**config.mk**
```make
export PLATFORM = sky130hd
export DESIGN_NAME = thermo_encoder_256x8
export DESIGN_NICKNAME = d
export VERILOG_FILES = /design/src/rtl/thermo_enc_pkg.sv /design/src/rtl/prio_enc_16x4.sv /design/src/rtl/thermo_encoder_256x8.sv
export SDC_FILE = /design/constraint.sdc
export NUM_CORES = 1
export LEC_CHECK = 0
export BUFFER_PORTS_ARGS = -buffer_cell sky130_fd_sc_hd__buf_4
export CORE_AREA = 5 5 101 103
export CTS_CLUSTER_DIAMETER = 100
export CTS_CLUSTER_SIZE = 24
export DETAILED_ROUTE_END_ITERATION = 10
export DIE_AREA = 0 0 106 108
export PLACE_DENSITY = 0.76
export SKIP_LAST_GASP = 1
export SLEW_MARGIN = 20
export SYNTH_ARGS = -nofsm -noshare
export SYNTH_HDL_FRONTEND = slang
export SYNTH_SLANG_ARGS = --single-unit
```
**constraint.sdc**
```tcl
create_clock -name clk -period 3.65 [get_ports clk]
set_input_delay 0.73 -clock clk [delete_from_list [all_inputs] [get_ports clk]]
set_output_delay 0.73 -clock clk [all_outputs]
set_load 0.01 [all_outputs]
```
**src/rtl/thermo_enc_pkg.sv**
```systemverilog
// Shared constants, types and helpers for the thermometer-to-binary encoder.
package thermo_enc_pkg;

    localparam int IN_W_DEF = 256;
    localparam int GRP_W    = 16;
    localparam int N_GRP    = IN_W_DEF / GRP_W;

    typedef logic [7:0]          code_t;
    typedef logic [IN_W_DEF-1:0] therm_t;

    function automatic logic maj3(input logic a, input logic b, input logic c);
        return (a & b) | (a & c) | (b & c);
    endfunction

endpackage

```
**src/rtl/prio_enc_16x4.sv**
```systemverilog
// Combinational 16-bit priority encoder: highest set bit index plus "any bit set" flag.
module prio_enc_16x4 (
    input  logic [15:0] vec,
    output logic        any,
    output logic [3:0]  idx
);

    always_comb begin
        // NOTE: default assignment first so no path leaves idx unassigned (no latch).
        idx = '0;
        for (int i = 0; i < 16; i++) begin
            if (vec[i]) idx = 4'(i);
        end
        any = |vec;
    end

endmodule

```
**src/rtl/thermo_encoder_256x8.sv**
```systemverilog
// Registered 256-to-8 priority encoder for the flash ADC back end.
// Define THERMO_ENC_BUBBLE_FIX_EN to insert 3-input majority bubble correction ahead of the encoder.
module thermo_encoder_256x8
    import thermo_enc_pkg::*;
#(
    parameter  int IN_W  = IN_W_DEF,
    localparam int OUT_W = $clog2(IN_W)
) (
    input  logic             clk,
    input  logic             rst_n,
    input  logic             en,
    input  logic [IN_W-1:0]  data_in,
    output logic [OUT_W-1:0] encoded_out,
    output logic             valid
);

    if (IN_W < 2 || IN_W > IN_W_DEF || (IN_W & (IN_W - 1)) != 0) begin : g_bad_width
        $error("thermo_encoder_256x8: IN_W must be a power of two in 2..256");
    end

    logic [IN_W-1:0]  shaped;
    therm_t           grp_in;
    logic [N_GRP-1:0] grp_any;
    logic [3:0]       grp_idx [N_GRP];
    logic             top_any;
    logic [3:0]       top_grp;
    code_t            code;

`ifdef THERMO_ENC_BUBBLE_FIX_EN
    // Virtual neighbours: a 1 below bit 0 and a 0 above the top bit.
    logic [IN_W+1:0] ext;
    assign ext = {1'b0, data_in, 1'b1};

    always_comb begin
        shaped = '0;
        for (int i = 0; i < IN_W; i++) begin
            shaped[i] = maj3(ext[i], ext[i+1], ext[i+2]);
        end
    end
`else
    assign shaped = data_in;
`endif

    always_comb begin
        grp_in             = '0;
        grp_in[IN_W-1:0]   = shaped;
    end

    for (genvar g = 0; g < N_GRP; g++) begin : g_grp
        prio_enc_16x4 u_grp (
            .vec (grp_in[g*GRP_W +: GRP_W]),
            .any (grp_any[g]),
            .idx (grp_idx[g])
        );
    end

    prio_enc_16x4 u_top (
        .vec (grp_any),
        .any (top_any),
        .idx (top_grp)
    );

    // An all-zero input lands on group 0 with local index 0, giving code 0.
    assign code = {top_grp, grp_idx[top_grp]};

    logic [OUT_W-1:0] encoded_q, encoded_d;
    logic             valid_q,   valid_d;

    always_comb begin
        encoded_d = encoded_q;
        valid_d   = valid_q;
        if (en) begin
            encoded_d = code[OUT_W-1:0];
            valid_d   = top_any;
        end
    end

    always_ff @(posedge clk) begin
        // NOTE: state registers use non-blocking assignments so every flop samples pre-edge values.
        if (!rst_n) begin
            encoded_q <= '0;
            valid_q   <= 1'b0;
        end else begin
            encoded_q <= encoded_d;
            valid_q   <= valid_d;
        end
    end

    assign encoded_out = encoded_q;
    assign valid       = valid_q;

endmodule

```
==> impl_metrics.ini, run 1 <==
[outcome]
status = finished, final reports clean

[floorplan]
die_area_mm2 = 0.0114
ios = 268
fp.dieW_um = 106
coreArea_mm2 = 0.00911
die_h_um = 108
rows = 35
start_util_pct = 37.1

[pwr]
p_sw_share_pct = 36.3
combPwrFrac_pct = 67.8
p_int_mw = 0.456
seqPwrFrac_pct = 15.5
p_switching_mw = 0.260
ir_drop_mv = 0.0850
powerDensity_mw_per_mm2 = 125
p_leak_nw = 2.57
power_frac_clock_pct = 16.7

[placement]
portBuffers = 267
gp_congestion = 0.881
place.detailed.hpwl_um = 14300

[critical_path]
path_common_cell = buf_4
rr_endpoint = encoded_out[2]
crit_cells = 11
crit_arrival_ps = 3530
crit_fanout = 8
path_class = input port to register
crit_slowest_cell = mux4_2
endpoint = encoded_out[2]
cp_num_buf_inv = 2
crit_family = simple AND/OR/NAND/NOR gates
worstPathRequired_ps = 3770
r2r_cells = 2
r2r_slack_ps = 2720
critPathCaptureType = register
cp_cell_sequence = buf_4 > nor4_1 > buf_4 > and4_1 > nor4b_2 > a221oi_2 > nor2_2 > mux4_2 > nand2b_1 > o31a_1 > a221o_1
slowest_delay_ps = 540
start_kind = input port
worst_r2r_startpoint = encoded_out[2]
worstSetupStartpoint = data_in[117]

[routing]
routed_via_density = 5.90
wl_um = 16100
wl_per_cell_um = 17.3
route.vias.total = 5503
drt_iter0_drc = 328
route.detailed.drc = 0
dr.pass1.iters = 5
ant_nets = 0

[logic_synthesis]
ys_types = 61
ys_ff_latch = 9
synth_nets = 790
seq_area_frac_synth_pct = 5.33
synth_edf_count = 0
avgSynthCellArea_um2 = 6.36
synth_cells = 531
ys_warn_count = 0
ys_async_sr_fraction_pct = 0
ys.flop_type = dfxtp_1
syn_area_mm2 = 0.00338

[cells_and_area]
layout-drive-gt1-share_pct = 39.3
nNetsFinal = 1081
multi_input_area_mm2 = 0.00300
seqCellArea_um2 = 180
diodes = 0
final_cell_mix = buf_4, nor2_1, nor4_1
syn2layout_area_growth_pct = 70.1
fillCellCount = 866
layout_commonest_cell = buf_4
post-route-util_pct = 63.1

[timing]
hold_slack_ps = 477
clock-skew-final_ps = 0
hold_violations = 0
finalCriticalPeriod_ps = 3410
max_slew_margin_pct = 56.7
fin_crit_sh_pct = 93.5
drv_slew = 0
fmax_mhz = 293
rsz0062_at_grt = no
tightest_slew_ps = 633
setup_viol_count_final = 0

[grt]
grt_pass1_vias = 5449
grtUsageTotal_pct = 26.2
antenna_found_initial = 0
grt_pass1_wl_um = 24900
grt_overflow = 0
grt_start_max_net_pins = 16

[clocking]
path_clk_slew_ps = 40
cts_made_buffers = 3
cts_tree = built
root_buffer = clkbuf_8
htreeDepth = 1
cts.sinks = 9
clockBufferDepth = 2
cts_setup_buffers = 0
clkLatencyLatePin_ps = 240

[min_path]
hold_class = register to register

[job]
drv_cap = 0
[registers in the layout, indices dropped and copies added, names as in the netlist]
register and cells:
valid 1, encoded_out 8
[cell usage after synthesis, types with 5 or more instances]
master	n	area share, %
nor4_2	6	2.2
o31ai_1	19	4.2
a211o_1	6	1.6
a211oi_1	19	4.2
o21bai_1	6	1.3
mux2i_1	6	1.8
nand2_1	22	2.4
nand4_1	11	2.0
nor3b_1	5	1.1
a2111oi_0	5	1.3
dfxtp_1	9	5.3
nor4_1	56	10
a21oi_1	47	7.0
o21ai_0	31	4.6
and3_1	6	1.1
nor3_1	40	5.9
nor2_1	71	7.9
inv_1	46	5.1
nor2b_1	20	3.7
and4_1	6	1.6
or4_1	12	2.7
nand2b_1	12	2.2
[power by group through the flow]
stage | clock network (mW) | registers, mW | logic (mW)
2_1_floorplan | 0 | 0.115 | 0.132
3_3_place_gp | 0 | 0.112 | 0.467
3_5_place_dp | 0 | 0.112 | 0.478
4_1_cts | 0.120 | 0.111 | 0.480
5_1_grt | 0.129 | 0.111 | 0.530
6_report | 0.120 | 0.111 | 0.485
[logic make-up (layout without fill, tap and decap cells)]
family | Yosys count | after routing | synth area share, %
multiplexers | 12 | 12 | 5.11
flip-flops | 9 | 9 | 5.33
buffers and inverters | 54 | 344 | 6.56
AO/OA/AOI/OAI | 170 | 170 | 34.1
AND/OR/NAND/NOR | 286 | 286 | 48.9
[what timing repair did]
item / CTS / global route
endpoints found under the setup margin: 0 / 1
gates resized for setup: 0 / 6
hold buffers: 0 / 0
[worst min path at each step]
stage                endpoint  depth (start not counted)  slack, ps      startpoint
2_1_floorplan           valid                          2        500           valid
3_3_place_gp   encoded_out[5]                          1        470  encoded_out[5]
3_5_place_dp   encoded_out[5]                          1        470  encoded_out[5]
4_1_cts        encoded_out[5]                          1        480  encoded_out[5]
5_1_grt        encoded_out[6]                          1        520  encoded_out[6]
6_report       encoded_out[5]                          1        480  encoded_out[5]
[final cells by class]
cell class	instances	share of cell area, %
Tap cell	111	2.42
Clock buffer	4	0.784
Timing Repair Buffer	293	38.3
Multi-Input combinational cell	468	52.3
Sequential cell	9	3.14
Inverter	47	3.11
[per-stage QoR]
| stage | TNS [ps] | area [µm²] | total power [mW] | std cells | setup slack [ps] |
|---|---|---|---|---|---|
| 6_report | 0 | 5750 | 0.716 | 932 | 239 |
| 5_1_grt | 0 | 5750 | 0.771 | 932 | 25.3 |
| 4_1_cts | 0 | 5720 | 0.711 | 932 | 185 |
| 3_5_place_dp | -102 | 5670 | 0.591 | 928 | -74.3 |
| 3_3_place_gp | -37.0 | 5670 | 0.579 | 928 | -37.0 |
| 2_1_floorplan | 0 | 3380 | 0.247 | 531 | 438 |
[per-layer routing]
metal | vias up | routed length (µm) | GRT usage [%] | share of wire, %
met5 | - | 0 | 0 | 0
met4 | 0 | 441 | 7.68 | 2.7
met3 | 38 | 1410 | 6.09 | 8.8
met2 | 250 | 8130 | 49.2 | 50
met1 | 2515 | 6120 | 29.6 | 38
li1 | 2700 | - | - | -
(Power assumes the default switching activity.)
==> inputs of run 2 (changes only) <==
==> constraint.sdc (replaced) <==
create_clock -name clk -period 3.65 [get_ports clk]
set_input_delay 0.365 -clock clk [delete_from_list [all_inputs] [get_ports clk]]
set_output_delay 0.365 -clock clk [all_outputs]
set_load 0.01 [all_outputs]
==> run 2 against run 1 <==
  * Clock skew did not move
  * Sequential power barely moved
  * Via count fell by 2.6%
  * Final cell count fell by 1.6%
  * Critical path type unchanged
  * Largest power group unchanged
==> impl_metrics.ini, run 2 (synthesis results as in run 1) <==
[critical_path]
critPathCaptureType = register
slowest_delay_ps = 570
crit_arrival_ps = 3330
r2r_cells = 2
crit_slowest_cell = mux4_2
crit_fanout = 10
rr_endpoint = encoded_out[1]
r2r_slack_ps = 2770
worst_r2r_startpoint = encoded_out[1]
worstPathRequired_ps = 3770
cp_num_buf_inv = 1
path_class = input port to register
start_kind = input port
cp_cell_sequence = buf_4 > nor4_1 > and4_1 > nor4b_2 > a221oi_2 > nor2_2 > mux4_2 > nand2b_1 > o31a_1 > a221o_1
crit_family = simple AND/OR/NAND/NOR gates

[placement]
portBuffers = 267
gp_congestion = 0.894
place.detailed.hpwl_um = 13900
placed_cell_area_mm2 = 0.00556

[min_path]
min_to = encoded_out[7]
worstHoldPathCells = 3
hold_class = input port to register
min-delay-start = rst_n

[routing]
ant_nets = 0
wl_um = 15700
routed_via_density = 5.85
dr.pass1.iters = 5
wl_per_cell_um = 17.1
route.detailed.drc = 0
route.vias.total = 5361
drt_iter0_drc = 292

[clocking]
root_buffer = clkbuf_8
clockBufferDepth = 2
clkLatencyLatePin_ps = 230
path_clk_slew_ps = 50
cts.sinks = 9
htreeDepth = 1
cts_tree = built
cts_setup_buffers = 0
post_cts_resized = 0
cts_made_buffers = 3
hold_buffers = 0

[floorplan]
coreArea_mm2 = 0.00911
ios = 268
die_h_um = 108
fp.dieW_um = 106
rows = 35
start_util_pct = 37.1
die_area_mm2 = 0.0114

[pwr]
power_frac_clock_pct = 16.7
combPwrFrac_pct = 67.6
p_leak_nw = 2.50
p_int_mw = 0.451
p_switching_mw = 0.252
seqPwrFrac_pct = 15.7
p_sw_share_pct = 35.8
ir_drop_mv = 0.123
powerDensity_mw_per_mm2 = 125

[grt]
grt_use_met3_pct = 4.66
grtUsageMet2_pct = 47.9
met1_usage_pct = 28.9
grt.busiest_layer = met2
grt_overflow = 0
grt_start_max_net_pins = 16
grt_pass1_vias = 5131
grt_pass1_wl_um = 23800
antenna_found_initial = 0
grtUsageTotal_pct = 24.9

[timing]
clock-skew-final_ps = 0
drv_slew = 0
rsz0062_at_grt = no
tightest_slew_ps = 611
fmax_mhz = 312
max_slew_margin_pct = 58.9
hold_violations = 0
finalCriticalPeriod_ps = 3210
setup_viol_count_final = 0
hold_slack_ps = 451
fin_crit_sh_pct = 87.9
fin_tns_setup_ps = 0

[cells_and_area]
syn2layout_area_growth_pct = 66.0
largest_reg_flops = 8
fillCellCount = 889
diodes = 0
nNetsFinal = 1066
final_cell_mix = buf_4, nor2_1, nor4_1
seqCellArea_um2 = 180
layout_commonest_cell = buf_4
design_area_mm2 = 0.00561
multi_input_area_mm2 = 0.00298
layout-drive-gt1-share_pct = 37.7

[outcome]
status = finished, final reports clean

[job]
drv_cap = 0
## run 2: cell types whose count changed in the layout (fill, tap and decap cells not counted)
cell / delta
a2111oi_0: +2
a2111oi_1: -2
buf_4: -15
nor4_1: +4
nor4_2: -4
## run 2: how the worst max path moves through the flow
stage | startpoint | end | slack (ps) | cells after the start
floorplan | data_in[219] | encoded_out[1] | 800 | 9
global placement | data_in[93] | encoded_out[0] | 250 | 11
detailed placement | data_in[117] | encoded_out[2] | 150 | 10
CTS | data_in[117] | encoded_out[2] | 390 | 10
global route | data_in[205] | encoded_out[0] | 170 | 11
finish | data_in[117] | encoded_out[2] | 440 | 10
## run 2: routing by layer
metal / share of wire [%] / vias to the layer above / routed length (µm)
li1: - / 2664 / -
met1: 39 / 2454 / 6170
met2: 51 / 229 / 8020
met3: 8.2 / 14 / 1280
met4: 1.3 / 0 / 207
met5: 0 / - / 0
## run 2: per-stage QoR
stage | worst slack (ps) | total power [mW] | utilization, % | std cells
5_1_grt | 168 | 0.750 | 61.6 | 917
4_1_cts | 391 | 0.700 | 61.6 | 917
3_5_place_dp | 145 | 0.583 | 61.1 | 913
6_report | 441 | 0.703 | 61.6 | 917
2_1_floorplan | 803 | 0.247 | - | 531
3_3_place_gp | 254 | 0.575 | 61.1 | 913
## run 2: power by group through the flow
| stage | Sequential, mW | Clock, mW | Combinational, mW |
|---|---|---|---|
| 6_report | 0.110 | 0.118 | 0.475 |
| 5_1_grt | 0.111 | 0.121 | 0.518 |
| 4_1_cts | 0.110 | 0.117 | 0.473 |
| 3_5_place_dp | 0.112 | 0 | 0.472 |
| 3_3_place_gp | 0.112 | 0 | 0.463 |
| 2_1_floorplan | 0.115 | 0 | 0.132 |
## run 2: cell type report
| cell class | instances | area share [%] |
|---|---|---|
| timing repair buffer | 278 | 37.2 |
| sequential | 9 | 3.21 |
| clock buffer | 4 | 0.803 |
| multi-input combinational | 468 | 53.1 |
| inverter | 47 | 3.19 |
| tap | 111 | 2.48 |
## run 2: tightest hold or removal path: cells and delay by family
kind / cells / cell delay, ps
buf+inv: 1 / 150
compound gates: 1 / 80
simple gates: 1 / 40
==> inputs of run 3 (changes only) <==
--- a/config.mk
+++ b/config.mk
@@ -5,15 +5,18 @@
 export SDC_FILE = /design/constraint.sdc
 export NUM_CORES = 1
 export LEC_CHECK = 0
+export ABC_AREA = 1
+export ABC_CLOCK_PERIOD_IN_PS = 3650
 export BUFFER_PORTS_ARGS = -buffer_cell sky130_fd_sc_hd__buf_4
-export CORE_AREA = 5 5 101 103
+export CORE_MARGIN = 5
+export CORE_UTILIZATION = 40
 export CTS_CLUSTER_DIAMETER = 100
 export CTS_CLUSTER_SIZE = 24
 export DETAILED_ROUTE_END_ITERATION = 10
-export DIE_AREA = 0 0 106 108
-export PLACE_DENSITY = 0.76
+export PLACE_DENSITY = 0.8
 export SKIP_LAST_GASP = 1
 export SLEW_MARGIN = 20
 export SYNTH_ARGS = -nofsm -noshare
 export SYNTH_HDL_FRONTEND = slang
 export SYNTH_SLANG_ARGS = --single-unit
+export TNS_END_PERCENT = 5
==> run 3 against run 2 <==
  * First-iteration DRC count decreased by 14%
  * Critical path depth increased by 13
  * Critical endpoint is now encoded_out[1]
  * Synthesized cell count increased by 47%
==> impl_metrics.ini, run 3 <==
[critical_path]
critPathCaptureType = register
cp_num_buf_inv = 3
worstPathRequired_ps = 3780
crit_fanout = 33
path_class = input port to register
r2r_cells = 4
start_kind = input port
path_common_cell = nand2_1
r2r_slack_ps = 2990
slowest_delay_ps = 600
crit_cells = 23
crit_slowest_cell = nor4_1
crit_family = simple AND/OR/NAND/NOR gates
crit_arrival_ps = 3190
cp_cell_sequence = buf_4 > nor2_1 > nand2_1 > nor4_1 > nand2_1 > nand2_1 > nand2_1 > nand2_1 > nand2_1 > nand2_1 > nand2_1 > nand2_1 > nand2_2 > nand2_4 > nand2_2 > nand2_1 > nand2_1 > a21oi_1 > nand2_1 > inv_1 > nand3_1 > nand2_1 > inv_1

[min_path]
worstHoldPathCells = 3
hold_class = input port to register

[outcome]
status = finished, final reports clean

[pwr]
p_leak_nw = 3.04
power_frac_clock_pct = 16.9
seqPwrFrac_pct = 15.9
fin_total_pwr_mw = 0.695
ir_drop_mv = 0.131
p_sw_share_pct = 35.4
powerDensity_mw_per_mm2 = 122
p_int_mw = 0.449
p_switching_mw = 0.246
combPwrFrac_pct = 67.3

[logic_synthesis]
synth_nets = 1041
ys_async_sr_fraction_pct = 0
ys.flop_type = dfxtp_1
yosys-top-cells-area = nor2_1, nand2_1, nand3_1, inv_1, nor3_1
ys_ff_latch = 9
ys_types = 33
avgSynthCellArea_um2 = 4.58
syn_area_mm2 = 0.00358
seq_area_frac_synth_pct = 5.03
synth_edf_count = 0
yosysMostFrequentCell = nor2_1
ys_warn_count = 0
yosysTopAreaCellShare_pct = 20.6
synth_cells = 782
synth_commonest_cells = nor2_1, nand2_1, inv_1, nand3_1, nor3_1
yosys.area.top_type = nor2_1

[grt]
antenna_found_initial = 0
grt_overflow = 0
grtUsageTotal_pct = 24.0
grt_start_max_net_pins = 34
grt_pass1_vias = 5196
grt_pass1_wl_um = 22900

[timing]
fmax_mhz = 326
finalCriticalPeriod_ps = 3060
hold_violations = 0
drv_slew = 0
setup_viol_count_final = 0
clock-skew-final_ps = 0
fin_crit_sh_pct = 84.0
hold_slack_ps = 364
tightest_slew_ps = 642
worst_slack_ps = 586
fin_tns_setup_ps = 0
rsz0062_at_grt = no
max_slew_margin_pct = 56.8

[placement]
place.detailed.hpwl_um = 12600
gp_congestion = 0.908
portBuffers = 267
preCtsSetupSlack_ps = 390

[cells_and_area]
layout_commonest_cell = buf_4
syn2layout_area_growth_pct = 59.3
largest_reg_flops = 8
nNetsFinal = 1302
final_cell_mix = buf_4, nor2_1, nand2_1
diodes = 0
post-route-util_pct = 65.4
layout-drive-gt1-share_pct = 28.1

[clocking]
path_clk_slew_ps = 50
hold_buffers = 0
clockBufferDepth = 2
cts_made_buffers = 3
cts.sinks = 9
cts_setup_buffers = 0
post_cts_resized = 0
clkLatencyLatePin_ps = 240
htreeDepth = 1
cts_tree = built
root_buffer = clkbuf_8

[floorplan]
die_h_um = 105
die_area_mm2 = 0.0109
rows = 34
ios = 268
start_util_pct = 41.1
fp.dieW_um = 105
coreArea_mm2 = 0.00872

[routing]
dr.pass1.iters = 6
route.vias.total = 5659
drt_iter0_drc = 251
routed_via_density = 4.92
wl_um = 14100
route.detailed.drc = 0
wl_per_cell_um = 12.3
ant_nets = 0

[job]
drv_cap = 0
[run 3: cell types whose count changed after synthesis, sizes merged, moves of 20 or more]
cell	before	now
inv	47	118
nand2	22	179
nand3	4	99
nor2	72	199
nor2b	20	0
nor4	64	10
[run 3: cell families after synthesis]
| kind of cell | after synthesis | share of synthesized area (%) |
|---|---|---|
| and+or+nand+nor | 550 | 65.3 |
| buffers and inverters | 131 | 14.4 |
| DFF | 9 | 5.03 |
| AOI/OAI and AO/OA | 92 | 15.3 |
[run 3: cell type report]
| cell class | count | area [µm²] |
|---|---|---|
| inverter | 119 | 448 |
| sequential | 9 | 180 |
| fill | 898 | 3020 |
| clock buffer | 4 | 45.0 |
| tap | 108 | 135 |
| timing repair buffer | 268 | 2010 |
| multi-input combinational | 642 | 2890 |
[run 3: final timing paths]
| path | start | to |
|---|---|---|
| max | data_in[91] | encoded_out[1] |
| min | rst_n | encoded_out[3] |
| max reg2reg | encoded_out[3] | encoded_out[3] |
| min reg2reg | encoded_out[5] | encoded_out[5] |
[run 3: layer usage]
layer  global-route usage (%)  wire length, µm  vias to the layer above
met4                     2.74              140                        0
met2                     42.5             6910                      210
met5                        0                0                        -
li1                         -                -                     3042
met3                     6.04             1310                       12
met1                     30.2             5730                     2395
[run 3: power groups by stage]
stage	sequential (mW)	combinational, mW	clock, mW
after floorplan	0.115	0.177	0
after global placement	0.112	0.463	0
after detailed placement	0.112	0.467	0
after CTS	0.110	0.468	0.117
after global routing	0.111	0.522	0.123
final	0.110	0.468	0.117
[run 3: tightest hold or removal path: cells and delay by family]
kind,cells,cell delay (ps)
buf+inv,2,160
simple gates,1,50
[run 3: metrics by stage]
stage               cells  instance area (µm²)
floorplan             782                 3580
global placement     1146                 5660
detailed placement   1146                 5660
CTS                  1150                 5710
global route         1150                 5710
finish               1150                 5710
